## config.mk

```make
export PLATFORM = sky130hd
export DESIGN_NAME = nibble_deserializer_flat
export DESIGN_NICKNAME = d
export VERILOG_FILES = /design/src/rtl/nibble_deserializer_if.sv /design/src/rtl/nibble_deserializer.sv /design/src/flat_wrapper.sv
export SDC_FILE = /design/constraint.sdc
export NUM_CORES = 1
export LEC_CHECK = 0
export CAP_MARGIN = 40
export CORE_MARGIN = 2
export CORE_UTILIZATION = 45
export CTS_CLUSTER_SIZE = 25
export DETAILED_ROUTE_END_ITERATION = 10
export PLACE_DENSITY_LB_ADDON = 0.12
export SLEW_MARGIN = 15
export SYNTH_ARGS = -nofsm -noshare
export SYNTH_HDL_FRONTEND = slang
export SYNTH_SLANG_ARGS = --single-unit
export TNS_END_PERCENT = 1
```

## constraint.sdc

```tcl
create_clock -name clock -period 1.53 [get_ports clock]
set_input_delay 0.306 -clock clock [delete_from_list [all_inputs] [get_ports clock]]
set_output_delay 0.306 -clock clock [all_outputs]
set_load 0.005 [all_outputs]
```

## src/rtl/nibble_deserializer_if.sv

```systemverilog
// Bus bundle for the serial-to-parallel front end: serial stimulus in, assembled word and status out.
interface nibble_deserializer_if #(
  parameter int WIDTH = 4
);
  logic             enable;
  logic             start;
  logic             serial_in;
  logic [WIDTH-1:0] data_out;
  logic             valid;
  logic             busy;
  logic [7:0]       frame_count;

  modport master (
    output enable, start, serial_in,
    input  data_out, valid, busy, frame_count
  );

  modport slave (
    input  enable, start, serial_in,
    output data_out, valid, busy, frame_count
  );
endinterface

```

## src/rtl/nibble_deserializer.sv

```systemverilog
// Serial-to-parallel front end: collects WIDTH bits per frame, presents the word with a one-cycle
// valid strobe and keeps a wrapping count of completed frames.
module nibble_deserializer #(
  parameter int WIDTH     = 4,
  parameter bit MSB_FIRST = 1'b1
) (
  input  logic                  clock,
  input  logic                  reset,
  nibble_deserializer_if.slave  bus
);
  localparam int CNT_W = $clog2(WIDTH + 1);
  localparam logic [CNT_W-1:0] LAST_CNT = CNT_W'(WIDTH - 1);

  typedef enum logic [1:0] {
    IDLE  = 2'd0,
    SHIFT = 2'd1,
    DONE  = 2'd2
  } state_t;

  state_t           state_r, state_nxt_s;
  logic [CNT_W-1:0] cnt_r, cnt_nxt_s;
  logic [WIDTH-1:0] shreg_r, shreg_nxt_s;
  logic             load_s;
  logic [WIDTH-1:0] data_out_r;
  logic             valid_r;
  logic             busy_r;
  logic [7:0]       frame_count_r;

  function automatic logic [WIDTH-1:0] shift_in(input logic [WIDTH-1:0] cur, input logic bit_in);
    if (MSB_FIRST) begin
      return {cur[WIDTH-2:0], bit_in};
    end else begin
      return {bit_in, cur[WIDTH-1:1]};
    end
  endfunction

  // Next-state, shift and word-completion decode.
  always_comb begin
    state_nxt_s = state_r;
    cnt_nxt_s   = cnt_r;
    shreg_nxt_s = shreg_r;
    load_s      = 1'b0;
    case (state_r)
      IDLE: begin
        if (bus.start && bus.enable) begin
          shreg_nxt_s = shift_in({WIDTH{1'b0}}, bus.serial_in);
          cnt_nxt_s   = CNT_W'(1);
          state_nxt_s = SHIFT;
        end else begin
          state_nxt_s = IDLE;
        end
      end
      SHIFT: begin
        if (bus.enable) begin
          shreg_nxt_s = shift_in(shreg_r, bus.serial_in);
          cnt_nxt_s   = cnt_r + CNT_W'(1);
          if (cnt_r == LAST_CNT) begin
            load_s      = 1'b1;
            state_nxt_s = DONE;
          end else begin
            state_nxt_s = SHIFT;
          end
        end else begin
          state_nxt_s = SHIFT;
        end
      end
      DONE: begin
        // Back-to-back frames: a start here is bit 1 of the next word.
        if (bus.start && bus.enable) begin
          shreg_nxt_s = shift_in({WIDTH{1'b0}}, bus.serial_in);
          cnt_nxt_s   = CNT_W'(1);
          state_nxt_s = SHIFT;
        end else begin
          cnt_nxt_s   = {CNT_W{1'b0}};
          state_nxt_s = IDLE;
        end
      end
      default: begin
        cnt_nxt_s   = {CNT_W{1'b0}};
        state_nxt_s = IDLE;
      end
    endcase
  end

  // State, datapath and registered outputs.
  always_ff @(posedge clock) begin
    if (reset) begin
      state_r       <= IDLE;
      cnt_r         <= {CNT_W{1'b0}};
      shreg_r       <= {WIDTH{1'b0}};
      data_out_r    <= {WIDTH{1'b0}};
      valid_r       <= 1'b0;
      busy_r        <= 1'b0;
      frame_count_r <= 8'd0;
    end else begin
      state_r <= state_nxt_s;
      cnt_r   <= cnt_nxt_s;
      shreg_r <= shreg_nxt_s;
      valid_r <= (state_nxt_s == DONE);
      busy_r  <= (state_nxt_s == SHIFT);
      if (load_s) begin
        data_out_r    <= shreg_nxt_s;
        frame_count_r <= frame_count_r + 8'd1;
      end else begin
        data_out_r    <= data_out_r;
        frame_count_r <= frame_count_r;
      end
    end
  end

  assign bus.data_out    = data_out_r;
  assign bus.valid       = valid_r;
  assign bus.busy        = busy_r;
  assign bus.frame_count = frame_count_r;
endmodule

```

## src/flat_wrapper.sv

```systemverilog
// flat-port wrapper written by rule: the top's interface ports become plain ports
module nibble_deserializer_flat 
#(
  parameter int WIDTH     = 4,
  parameter bit MSB_FIRST = 1'b1
)
  (clock, reset, bus_enable, bus_start, bus_serial_in, bus_data_out, bus_valid, bus_busy, bus_frame_count);
  nibble_deserializer_if #(.WIDTH(WIDTH)) bus_i ();
  input  logic clock;
  input  logic reset;
  input wire logic [$bits(bus_i.enable)-1:0] bus_enable;
  input wire logic [$bits(bus_i.start)-1:0] bus_start;
  input wire logic [$bits(bus_i.serial_in)-1:0] bus_serial_in;
  output wire logic [$bits(bus_i.data_out)-1:0] bus_data_out;
  output wire logic [$bits(bus_i.valid)-1:0] bus_valid;
  output wire logic [$bits(bus_i.busy)-1:0] bus_busy;
  output wire logic [$bits(bus_i.frame_count)-1:0] bus_frame_count;
  assign bus_i.enable = bus_enable;
  assign bus_i.start = bus_start;
  assign bus_i.serial_in = bus_serial_in;
  assign bus_data_out = bus_i.data_out;
  assign bus_valid = bus_i.valid;
  assign bus_busy = bus_i.busy;
  assign bus_frame_count = bus_i.frame_count;
  nibble_deserializer #(.WIDTH(WIDTH), .MSB_FIRST(MSB_FIRST)) u_core (.clock(clock), .reset(reset), .bus(bus_i));
endmodule
```

Word level (Yosys, flattened, before mapping) --
Cells that the tools add are included.
Word-level totals: register bits 23, latch bits 0, RAM bits 0, ROM bits 0, output and inout bits 14, logic and storage cells 34, memories kept 0
Cells by class: add/sub/neg operators 2, multipliers 0, div/mod/pow operators 0, order comparisons 0, eq/ne operators 7, shift operators 0, mux-type cells 14, bitwise logic cells 0, reductions and logical operators 4
Operators with widths (number):
- $pmux 3 s3 | 1
- $add 8x1->8 const B | 1
- $mux 4 | 2
- $pmux 4 s2 | 1
- $mux 3 | 2
- $mux 1 | 5
- $eq 2x1->1 const B | 2
- $eq 2x2->1 const B | 2
- $mux 2 | 2
- $pmux 2 s2 | 1
- $add 3x1->3 const B | 1
- $eq 3x2->1 const B | 1
- $logic_not 2->1 | 1
- $ne 2x1->1 const B | 1
- $ne 2x2->1 const B | 1
- $reduce_and 2->1 | 1
- $reduce_or 2->1 | 1
- $logic_and 1x1->1 | 1

Depth between registers and ports, before layout --
Gate-level depths: netlist of the first run.
word-level depth 5, depth in mapped cells 6, mapped depth without buffers 5

Least setup slack after synthesis of the first run --
OpenSTA, ideal clock, no wires.
path kind reg-to-reg, start point reg u_core.cnt_r[0], end point reg u_core.frame_count_r[7], in the netlist u_core.bus.frame_count[7], library setup time 0.121 ns, arrival time 1.528 ns, data required time 1.409 ns, path slack -0.118 ns, stages on the path, launching flop included 7, path buffers 1, cells stage by stage dfxtp_1 > ha_1 > ha_1 > nand4b_4 > buf_6 > nor4_1 > mux2_2
Between the ends: cells in the longest elaborated chain, start to end 4
RTL lines:
- start, declared | line nibble_deserializer.sv:21 | logic [CNT_W-1:0] cnt_r, cnt_nxt_s;
- start signal, assigned | line nibble_deserializer.sv:89 | cnt_r <= {CNT_W{1'b0}};
- start signal, assigned | line nibble_deserializer.sv:97 | cnt_r <= cnt_nxt_s;
- $eq 3x2->1 | line nibble_deserializer.sv:57 | if (cnt_r == LAST_CNT) begin
- $mux 1 | line nibble_deserializer.sv:57
- $mux 1 | line nibble_deserializer.sv:54 | if (bus.enable) begin
- $mux 1 | line nibble_deserializer.sv:43 | case (state_r)
- end signal, assigned | line nibble_deserializer.sv:103 | frame_count_r <= frame_count_r + 8'd1;
- end signal, assigned | line nibble_deserializer.sv:106 | frame_count_r <= frame_count_r;
- end, declared | line nibble_deserializer.sv:27 | logic [7:0] frame_count_r;
Every way passes these cells. A chain may end at the register's enable or synchronous reset.

Worst setup path after layout of the first run --
start point reg u_core.cnt_r[0], end point reg u_core.frame_count_r[5], in the netlist u_core.bus.frame_count[5]
The elaborated chain is that of the path after synthesis.

==> run_summary.xml, run 1 <==
<?xml version="1.0" encoding="UTF-8"?>
<metrics>
  <group name="status">
    <metric name="status" unit="">finished, final reports clean</metric>
  </group>
  <group name="die">
    <metric name="core-area" unit="mm^2">0.00215</metric>
    <metric name="fp.dieH" unit="um">51.0</metric>
    <metric name="floorplan.io_pins" unit="">19</metric>
    <metric name="initial_core_util" unit="%">46.4</metric>
    <metric name="fp.dieArea" unit="mm^2">0.00261</metric>
    <metric name="placementRows" unit="">17</metric>
    <metric name="floorplan.die.width" unit="um">51.0</metric>
  </group>
  <group name="global_routing">
    <metric name="grt.busiest_layer" unit="">met2</metric>
    <metric name="antenna_violations_before_repair" unit="">0</metric>
    <metric name="grt.total_usage" unit="%">18.6</metric>
    <metric name="grt_util_met3" unit="%">4.09</metric>
    <metric name="grt_first_pass_wirelength" unit="um">3570</metric>
    <metric name="grt_start_max_net_pins" unit="">14</metric>
    <metric name="overflow" unit="">0</metric>
    <metric name="grt.met1_usage" unit="%">25.2</metric>
    <metric name="grt_pass1_vias" unit="">787</metric>
    <metric name="global_route.usage.met2" unit="%">27.7</metric>
  </group>
  <group name="synthesis">
    <metric name="async_reset_ff_share" unit="%">0</metric>
    <metric name="ys_ff_latch" unit="">23</metric>
    <metric name="post_synth_num_cell_types" unit="">32</metric>
    <metric name="syn_nets" unit="">115</metric>
    <metric name="synth.cell_area" unit="um^2">996</metric>
    <metric name="post_synth.cell_area_avg" unit="um^2">9.31</metric>
    <metric name="postSynth.topFlopCell" unit="">dfxtp_1</metric>
    <metric name="synth_edf_count" unit="">0</metric>
    <metric name="fraction_of_the_yosys_area_taken_by_sequential_cells" unit="%">46.2</metric>
    <metric name="post_synth_inst_count" unit="">107</metric>
    <metric name="synthesis_warning_total" unit="">0</metric>
  </group>
  <group name="worst_setup_path">
    <metric name="r2r-start" unit="">u_core.cnt_r[0]$_SDFFE_PP0P_</metric>
    <metric name="setup.worst_path.class" unit="">reg -&gt; reg</metric>
    <metric name="crit_arrival" unit="ps">1780</metric>
    <metric name="crit_required" unit="ps">1790</metric>
    <metric name="timing.critical_path.from" unit="">u_core.cnt_r[0]$_SDFFE_PP0P_</metric>
    <metric name="regToRegEndpoint" unit="">u_core.bus.frame_count[5]$_SDFFE_PP0P_</metric>
    <metric name="startpoint_type_of_the_worst_setup_path" unit="">flip-flop</metric>
    <metric name="reg2reg_depth" unit="">5</metric>
    <metric name="cp-end-kind" unit="">flip-flop</metric>
    <metric name="timing.reg2reg.setup_slack" unit="ps">10</metric>
    <metric name="timing.critical_path.fanout_max" unit="">7</metric>
  </group>
  <group name="timing">
    <metric name="clock.fmax" unit="MHz">658</metric>
    <metric name="period_minus_slack" unit="ps">1520</metric>
    <metric name="post-route-period-util" unit="%">99.3</metric>
    <metric name="hold_viol" unit="">0</metric>
    <metric name="slew_viol_final" unit="">0</metric>
    <metric name="holdWs" unit="ps">478</metric>
    <metric name="setup_ws" unit="ps">10.9</metric>
    <metric name="grt_setup_unrepaired" unit="">yes</metric>
    <metric name="report.final.setup_viol" unit="">0</metric>
    <metric name="clock_skew" unit="ps">14.8</metric>
    <metric name="fin_tns_setup" unit="ps">0</metric>
    <metric name="tightest_slew" unit="ps">360</metric>
    <metric name="slew_headroom" unit="%">75.8</metric>
  </group>
  <group name="detailed_routing">
    <metric name="number_of_drc_markers_in_iteration_0" unit="">11</metric>
    <metric name="drtPass1Iterations" unit="">4</metric>
    <metric name="drc" unit="">0</metric>
    <metric name="vias_per_cell" unit="">5.48</metric>
    <metric name="via_count" unit="">887</metric>
    <metric name="antenna_violating_nets_post_route" unit="">0</metric>
    <metric name="routed_wl" unit="um">2190</metric>
    <metric name="wl_per_cell" unit="um">13.5</metric>
  </group>
  <group name="placed_design">
    <metric name="routabilityCongestion" unit="">0.789</metric>
    <metric name="port_buffers" unit="">18</metric>
    <metric name="placedCellCount" unit="">158</metric>
    <metric name="placed_area" unit="mm^2">0.00129</metric>
    <metric name="detailedPlace.worstSlack" unit="ps">-336</metric>
    <metric name="post_dp_hpwl" unit="um">1550</metric>
  </group>
  <group name="power">
    <metric name="leakagePower" unit="nW">0.544</metric>
    <metric name="vdd_drop_max" unit="mV">0.590</metric>
    <metric name="totalPowerFinal" unit="uW">974</metric>
    <metric name="pwr_density_cell" unit="mW/mm^2">712</metric>
  </group>
  <group name="clock_network">
    <metric name="clock_path_buffers" unit="">2</metric>
    <metric name="worst_setup_hold_path_clk_slew" unit="ps">140</metric>
    <metric name="cts_tree" unit="">done</metric>
    <metric name="cts-root-buf" unit="">clkbuf_4</metric>
    <metric name="worst_skew_pair.late_latency" unit="ps">320</metric>
    <metric name="cts.sinks" unit="">23</metric>
    <metric name="clock_tree.htree_level_count" unit="">1</metric>
    <metric name="number_of_clock_buffers_inserted_by_tritoncts" unit="">3</metric>
    <metric name="cts_hold_repair.buffers" unit="">0</metric>
  </group>
  <group name="finish">
    <metric name="synthToLayoutAreaGrowth" unit="%">37.4</metric>
    <metric name="fin_cells" unit="">162</metric>
    <metric name="antenna-diode-count" unit="">0</metric>
    <metric name="cell_area_after_layout" unit="mm^2">0.00137</metric>
    <metric name="fin_util" unit="%">63.7</metric>
    <metric name="num-nets-final" unit="">143</metric>
    <metric name="share_of_cells_above_drive_strength_1" unit="%">28.4</metric>
  </group>
  <group name="hold_path">
    <metric name="timing.hold.worst.start" unit="">u_core.bus.frame_count[1]$_SDFFE_PP0P_</metric>
    <metric name="timing.hold.worst_path_depth" unit="">2</metric>
    <metric name="hold_path_endpoint" unit="">u_core.bus.frame_count[1]$_SDFFE_PP0P_</metric>
    <metric name="min-delay-path-class" unit="">reg -&gt; reg</metric>
  </group>
  <group name="flow_run">
    <metric name="maxCapViolations" unit="">0</metric>
  </group>
</metrics>
power by group:
part	total (mW)	internal (mW)	leakage [nW]	switching, mW
Combinational	0.0755	0.0392	0.334	0.0362
Clock	0.284	0.0978	0.0177	0.187
Sequential	0.614	0.606	0.192	0.00858
logic make-up (layout without fill, tap and decap cells):
group	after synthesis	in the layout	share of synthesized area [%]
AOI/OAI and AO/OA	29	29	18.8
xor gates and xnor gates	1	1	0.880
adders and majority gates	3	3	3.77
buffers and inverters	11	38	5.90
DFF	23	23	46.2
muxes	2	2	2.26
and+or+nand+nor	38	38	22.1
worst max-delay path, stage by stage, from the launching register on:
cell,delay (ps)
dfxtp_2,380
ha_4,140
ha_4,140
nand4b_4,150
or4_1,550
a21oi_2,120
routing by layer:
layer | up-vias | part of all wire, %
met2 | 21 | 46
li1 | 447 | -
met5 | - | 0
met1 | 415 | 48
met4 | 0 | 2.1
met3 | 4 | 4.5
flip-flops by register name, summed over array words and instances, names as in the netlist:
signal	flops
u_core.shreg_r	4
u_core.bus.busy	1
u_core.bus.valid	1
u_core.state_r	2
u_core.bus.data_out	4
u_core.bus.frame_count	8
u_core.cnt_r	3
cell usage in the layout, fill, tap and decap left out, types with 2 or more instances in the layout:
cell	Yosys	final
clkdlybuf4s50_1	0	15
a21oi_1	13	12
buf_4	0	12
dfxtp_1	23	12
nand2_1	10	10
dfxtp_2	0	10
nor2_1	8	8
inv_1	4	4
a32oi_1	4	4
o31ai_1	3	3
clkbuf_4	0	3
dlymetal6s2s_1	0	3
nor2b_1	3	2
nand4_1	2	2
or4_1	3	2
nand3b_1	2	2
o21ai_0	2	2
nand3_1	2	2
a311oi_1	3	2
nor3_1	2	2
ha_4	0	2
layout make-up:
| type | count | area, um^2 |
|---|---|---|
| Clock buffer | 3 | 22.5 |
| Clock inverter | 1 | 5.00 |
| Fill cell | 178 | 779 |
| Inverter | 4 | 15.0 |
| Multi-Input combinational cell | 73 | 537 |
| Sequential cell | 23 | 477 |
| Tap cell | 28 | 35.0 |
| Timing Repair Buffer | 30 | 278 |
timing repair:
action	CTS	global route
pin swaps	1	1
resized for setup	7	12
endpoints found under the setup margin	7	16
setup buffers	0	0
worst max path at each step:
stage               slack [ps]                                     end  depth (start not counted)
finish                      10  u_core.bus.frame_count[5]$_SDFFE_PP0P_                          5
global route               -60  u_core.bus.frame_count[5]$_SDFFE_PP0P_                          5
CTS                         -4  u_core.bus.frame_count[7]$_SDFFE_PP0P_                          5
detailed placement        -340  u_core.bus.frame_count[7]$_SDFFE_PP0P_                          4
global placement          -300  u_core.bus.frame_count[7]$_SDFFE_PP0P_                          4
floorplan                  -20  u_core.bus.frame_count[7]$_SDFFE_PP0P_                          6
cell usage after synthesis, types with 2 or more instances:
library cell | number | area share (%)
nor2b_1 | 3 | 1.9
mux2_2 | 2 | 2.3
nand2_1 | 10 | 3.8
or4_1 | 3 | 2.3
ha_1 | 3 | 3.8
o21ai_0 | 2 | 1.0
nand4_1 | 2 | 1.3
inv_1 | 4 | 1.5
dfxtp_1 | 23 | 46
a311oi_1 | 3 | 2.6
nor3_1 | 2 | 1.0
a32oi_1 | 4 | 3.5
nand3b_1 | 2 | 1.5
buf_2 | 2 | 1.0
o31ai_1 | 3 | 2.3
buf_6 | 2 | 2.3
nor2_1 | 8 | 3.0
nand3_1 | 2 | 1.0
a21oi_1 | 13 | 6.5
clkbuf_1 | 2 | 0.75
No activity file was read; power rests on OpenSTA's default activity.
==> inputs of run 2 (changes only) <==
--- a/config.mk
+++ b/config.mk
@@ -5,6 +5,7 @@
 export SDC_FILE = /design/constraint.sdc
 export NUM_CORES = 1
 export LEC_CHECK = 0
+export ABC_AREA = 1
 export CAP_MARGIN = 40
 export CORE_MARGIN = 2
 export CORE_UTILIZATION = 45
==> constraint.sdc (replaced) <==
create_clock -name clock -period 1.53 [get_ports clock]
set_input_delay 0.306 -clock clock [delete_from_list [all_inputs] [get_ports clock]]
set_output_delay 0.306 -clock clock [all_outputs]
set_load 0.1 [all_outputs]
==> run_summary.xml, run 2 <==
<?xml version="1.0" encoding="UTF-8"?>
<metrics>
  <group name="die">
    <metric name="fp.dieH" unit="um">52.4</metric>
    <metric name="placementRows" unit="">17</metric>
    <metric name="floorplan.io_pins" unit="">19</metric>
    <metric name="floorplan.die.width" unit="um">52.4</metric>
    <metric name="core-area" unit="mm^2">0.00221</metric>
    <metric name="fp.dieArea" unit="mm^2">0.00275</metric>
    <metric name="initial_core_util" unit="%">47.7</metric>
  </group>
  <group name="worst_setup_path">
    <metric name="r2r-start" unit="">u_core.cnt_r[1]$_SDFFE_PP0P_</metric>
    <metric name="worst_path_dominant_cell_family" unit="">buffers and inverters</metric>
    <metric name="critical_path.cell_chain" unit="">clkdlybuf4s50_1, nand2_1, nor2_1, inv_1, nand3_1, nand3_1, nand2_1, inv_1</metric>
    <metric name="reg2reg_depth" unit="">9</metric>
    <metric name="crit_arrival" unit="ps">1640</metric>
    <metric name="setup.worst_path.class" unit="">in -&gt; reg</metric>
    <metric name="path_depth" unit="">8</metric>
    <metric name="startpoint_type_of_the_worst_setup_path" unit="">input pin</metric>
    <metric name="cp-end-kind" unit="">flip-flop</metric>
    <metric name="max_stage_delay" unit="ps">580</metric>
    <metric name="timing.critical_path.from" unit="">bus_enable</metric>
    <metric name="timing.critical_path.fanout_max" unit="">5</metric>
    <metric name="crit_required" unit="ps">1760</metric>
    <metric name="timing.reg2reg.setup_slack" unit="ps">140</metric>
    <metric name="regToRegEndpoint" unit="">u_core.bus.frame_count[5]$_SDFFE_PP0P_</metric>
    <metric name="critical_path.endpoint" unit="">u_core.bus.data_out[3]$_SDFFE_PP0P_</metric>
    <metric name="worst_path_max_delay_cell" unit="">clkdlybuf4s50_1</metric>
    <metric name="crit_path_buffers_inverters" unit="">3</metric>
  </group>
  <group name="placed_design">
    <metric name="routabilityCongestion" unit="">0.769</metric>
    <metric name="port_buffers" unit="">18</metric>
    <metric name="post_dp_hpwl" unit="um">1610</metric>
  </group>
  <group name="timing">
    <metric name="slew_headroom" unit="%">77.9</metric>
    <metric name="post-route-period-util" unit="%">92.0</metric>
    <metric name="slew_viol_final" unit="">0</metric>
    <metric name="holdWs" unit="ps">477</metric>
    <metric name="report.final.setup_viol" unit="">0</metric>
    <metric name="clock_skew" unit="ps">3.83</metric>
    <metric name="hold_viol" unit="">0</metric>
    <metric name="period_minus_slack" unit="ps">1410</metric>
    <metric name="tightest_slew" unit="ps">328</metric>
    <metric name="fin_tns_setup" unit="ps">0</metric>
    <metric name="clock.fmax" unit="MHz">710</metric>
    <metric name="grt_setup_unrepaired" unit="">no</metric>
  </group>
  <group name="finish">
    <metric name="num-nets-final" unit="">187</metric>
    <metric name="antenna-diode-count" unit="">0</metric>
    <metric name="fin_util" unit="%">71.3</metric>
    <metric name="synthToLayoutAreaGrowth" unit="%">49.6</metric>
    <metric name="share_of_cells_above_drive_strength_1" unit="%">25.3</metric>
    <metric name="largest_reg_flops" unit="">8</metric>
    <metric name="most_frequent_cells_in_the_layout" unit="">nand2_1, inv_1, nor2_1</metric>
    <metric name="mostFrequentLayoutCell" unit="">nand2_1</metric>
  </group>
  <group name="clock_network">
    <metric name="number_of_clock_buffers_inserted_by_tritoncts" unit="">3</metric>
    <metric name="cts_tree" unit="">done</metric>
    <metric name="clock_tree.htree_level_count" unit="">1</metric>
    <metric name="cts-root-buf" unit="">clkbuf_4</metric>
    <metric name="clock_path_buffers" unit="">2</metric>
    <metric name="cts.sinks" unit="">23</metric>
    <metric name="worst_setup_hold_path_clk_slew" unit="ps">130</metric>
    <metric name="cts_hold_repair.buffers" unit="">0</metric>
    <metric name="worst_skew_pair.late_latency" unit="ps">310</metric>
  </group>
  <group name="synthesis">
    <metric name="post_synth_inst_count" unit="">146</metric>
    <metric name="postSynth.topFlopCell" unit="">dfxtp_1</metric>
    <metric name="synth.cell_area" unit="mm^2">0.00105</metric>
    <metric name="post-synth-top-count-cell" unit="">nand2_1</metric>
    <metric name="synthesis_warning_total" unit="">0</metric>
    <metric name="post-synth-top-area-fraction" unit="%">43.7</metric>
    <metric name="fraction_of_the_yosys_area_taken_by_sequential_cells" unit="%">43.7</metric>
    <metric name="ys_ff_latch" unit="">23</metric>
    <metric name="synth_area_leaders" unit="">dfxtp_1, nand2_1, inv_1</metric>
    <metric name="synth_top_cell_by_area" unit="">dfxtp_1</metric>
    <metric name="post_synth.cell_area_avg" unit="um^2">7.22</metric>
    <metric name="post_synth_num_cell_types" unit="">23</metric>
    <metric name="most_frequent_cells_after_synthesis" unit="">nand2_1, dfxtp_1, inv_1, nor2_1, a21oi_1</metric>
    <metric name="syn_nets" unit="">154</metric>
    <metric name="async_reset_ff_share" unit="%">0</metric>
    <metric name="synth_edf_count" unit="">0</metric>
  </group>
  <group name="power">
    <metric name="pwr_density_cell" unit="mW/mm^2">641</metric>
    <metric name="vdd_drop_max" unit="mV">0.702</metric>
    <metric name="leakagePower" unit="nW">0.684</metric>
  </group>
  <group name="detailed_routing">
    <metric name="drc" unit="">0</metric>
    <metric name="drtPass1Iterations" unit="">4</metric>
    <metric name="antenna_violating_nets_post_route" unit="">0</metric>
    <metric name="vias_per_cell" unit="">4.96</metric>
    <metric name="routed_wl" unit="um">2260</metric>
    <metric name="wl_per_cell" unit="um">11.0</metric>
    <metric name="via_count" unit="">1021</metric>
    <metric name="number_of_drc_markers_in_iteration_0" unit="">19</metric>
  </group>
  <group name="global_routing">
    <metric name="overflow" unit="">0</metric>
    <metric name="grt_start_max_net_pins" unit="">14</metric>
    <metric name="grt.total_usage" unit="%">19.7</metric>
    <metric name="antenna_violations_before_repair" unit="">0</metric>
    <metric name="grt_pass1_vias" unit="">906</metric>
    <metric name="grt_first_pass_wirelength" unit="um">3970</metric>
  </group>
  <group name="flow_run">
    <metric name="maxCapViolations" unit="">0</metric>
  </group>
  <group name="hold_path">
    <metric name="min-delay-path-class" unit="">reg -&gt; reg</metric>
    <metric name="timing.hold.worst.start" unit="">u_core.cnt_r[2]$_SDFFE_PP0P_</metric>
  </group>
  <group name="status">
    <metric name="status" unit="">finished, final reports clean</metric>
  </group>
</metrics>
-- run 2: cell count changes in the layout (fill, tap and decap cells not counted), moves of 4 or more --
cell / before / now
nand2_1: 10 / 32
inv_1: 4 / 23
buf_12: 0 / 15
clkdlybuf4s50_1: 15 / 4
nor2_1: 8 / 19
dfxtp_1: 12 / 18
o21ai_0: 2 / 8
dfxtp_2: 10 / 5
a32oi_1: 4 / 0
nand3_1: 2 / 6
-- run 2: final cells by class --
class	count	area (um^2)
inverters	25	93.8
multi-input cells	96	515
flip-flops and latches	23	467
clock buffers	4	26.3
fillers	177	634
well taps	28	35.0
repair buffers	30	440
-- run 2: tightest hold or removal path: cells and delay by family, from the launching register on --
kind | cells | cell delay (ps)
and+or+nand+nor | 1 | 60
AOI/OAI and AO/OA | 1 | 50
DFF | 1 | 330
-- run 2: worst min-delay path by stage --
stage | slack [ps] | cells after the start | end
2_1_floorplan | 440 | 2 | u_core.cnt_r[2]$_SDFFE_PP0P_
3_3_place_gp | 450 | 2 | u_core.cnt_r[2]$_SDFFE_PP0P_
3_5_place_dp | 460 | 2 | u_core.cnt_r[2]$_SDFFE_PP0P_
4_1_cts | 480 | 2 | u_core.cnt_r[2]$_SDFFE_PP0P_
5_1_grt | 510 | 2 | u_core.cnt_r[2]$_SDFFE_PP0P_
6_report | 480 | 2 | u_core.cnt_r[2]$_SDFFE_PP0P_
-- run 2: kinds of logic (layout without fill, tap and decap cells) --
| kind of cell | count (synthesis) | count (layout) | share of synthesized area, % |
|---|---|---|---|
| simple gates | 69 | 69 | 29.4 |
| flops | 23 | 23 | 43.7 |
| buf+inv | 27 | 59 | 10.3 |
| fa+ha+maj | 3 | 3 | 3.56 |
| compound gates | 24 | 24 | 13.0 |
-- run 2: power breakdown --
| part | switching, mW | leakage [nW] | internal (mW) |
|---|---|---|---|
| clock | 0.184 | 0.0150 | 0.102 |
| sequential | 0.00931 | 0.188 | 0.610 |
| combinational | 0.0626 | 0.481 | 0.0432 |
| total | 0.256 | 0.684 | 0.755 |
-- run 2: routing by layer --
layer | GRT usage [%] | up-vias | share of wire, %
li1 | - | 531 | -
met1 | 24.9 | 466 | 48
met2 | 32.1 | 20 | 46
met3 | 4.00 | 4 | 4.2
met4 | 8.97 | 0 | 1.5
met5 | 0 | - | 0
-- run 2: metrics by stage --
stage / power [mW] / worst slack, ps / area (um^2) / cells
detailed placement: 0.730 / -142 / 1460 / 197
finish: 1.01 / 122 / 1580 / 206
global placement: 0.728 / -51.7 / 1460 / 197
CTS: 1.01 / 35.0 / 1490 / 201
global route: 1.06 / 0.734 / 1580 / 206
floorplan: 0.686 / -64.6 / 1060 / 146
-- run 2: timing repair --
item | 4_1_cts | 5_1_grt
setup buffers | 0 | 4
setup endpoints to repair | 0 | 9
gates resized for setup | 0 | 7
hold endpoints to repair | 0 | 0
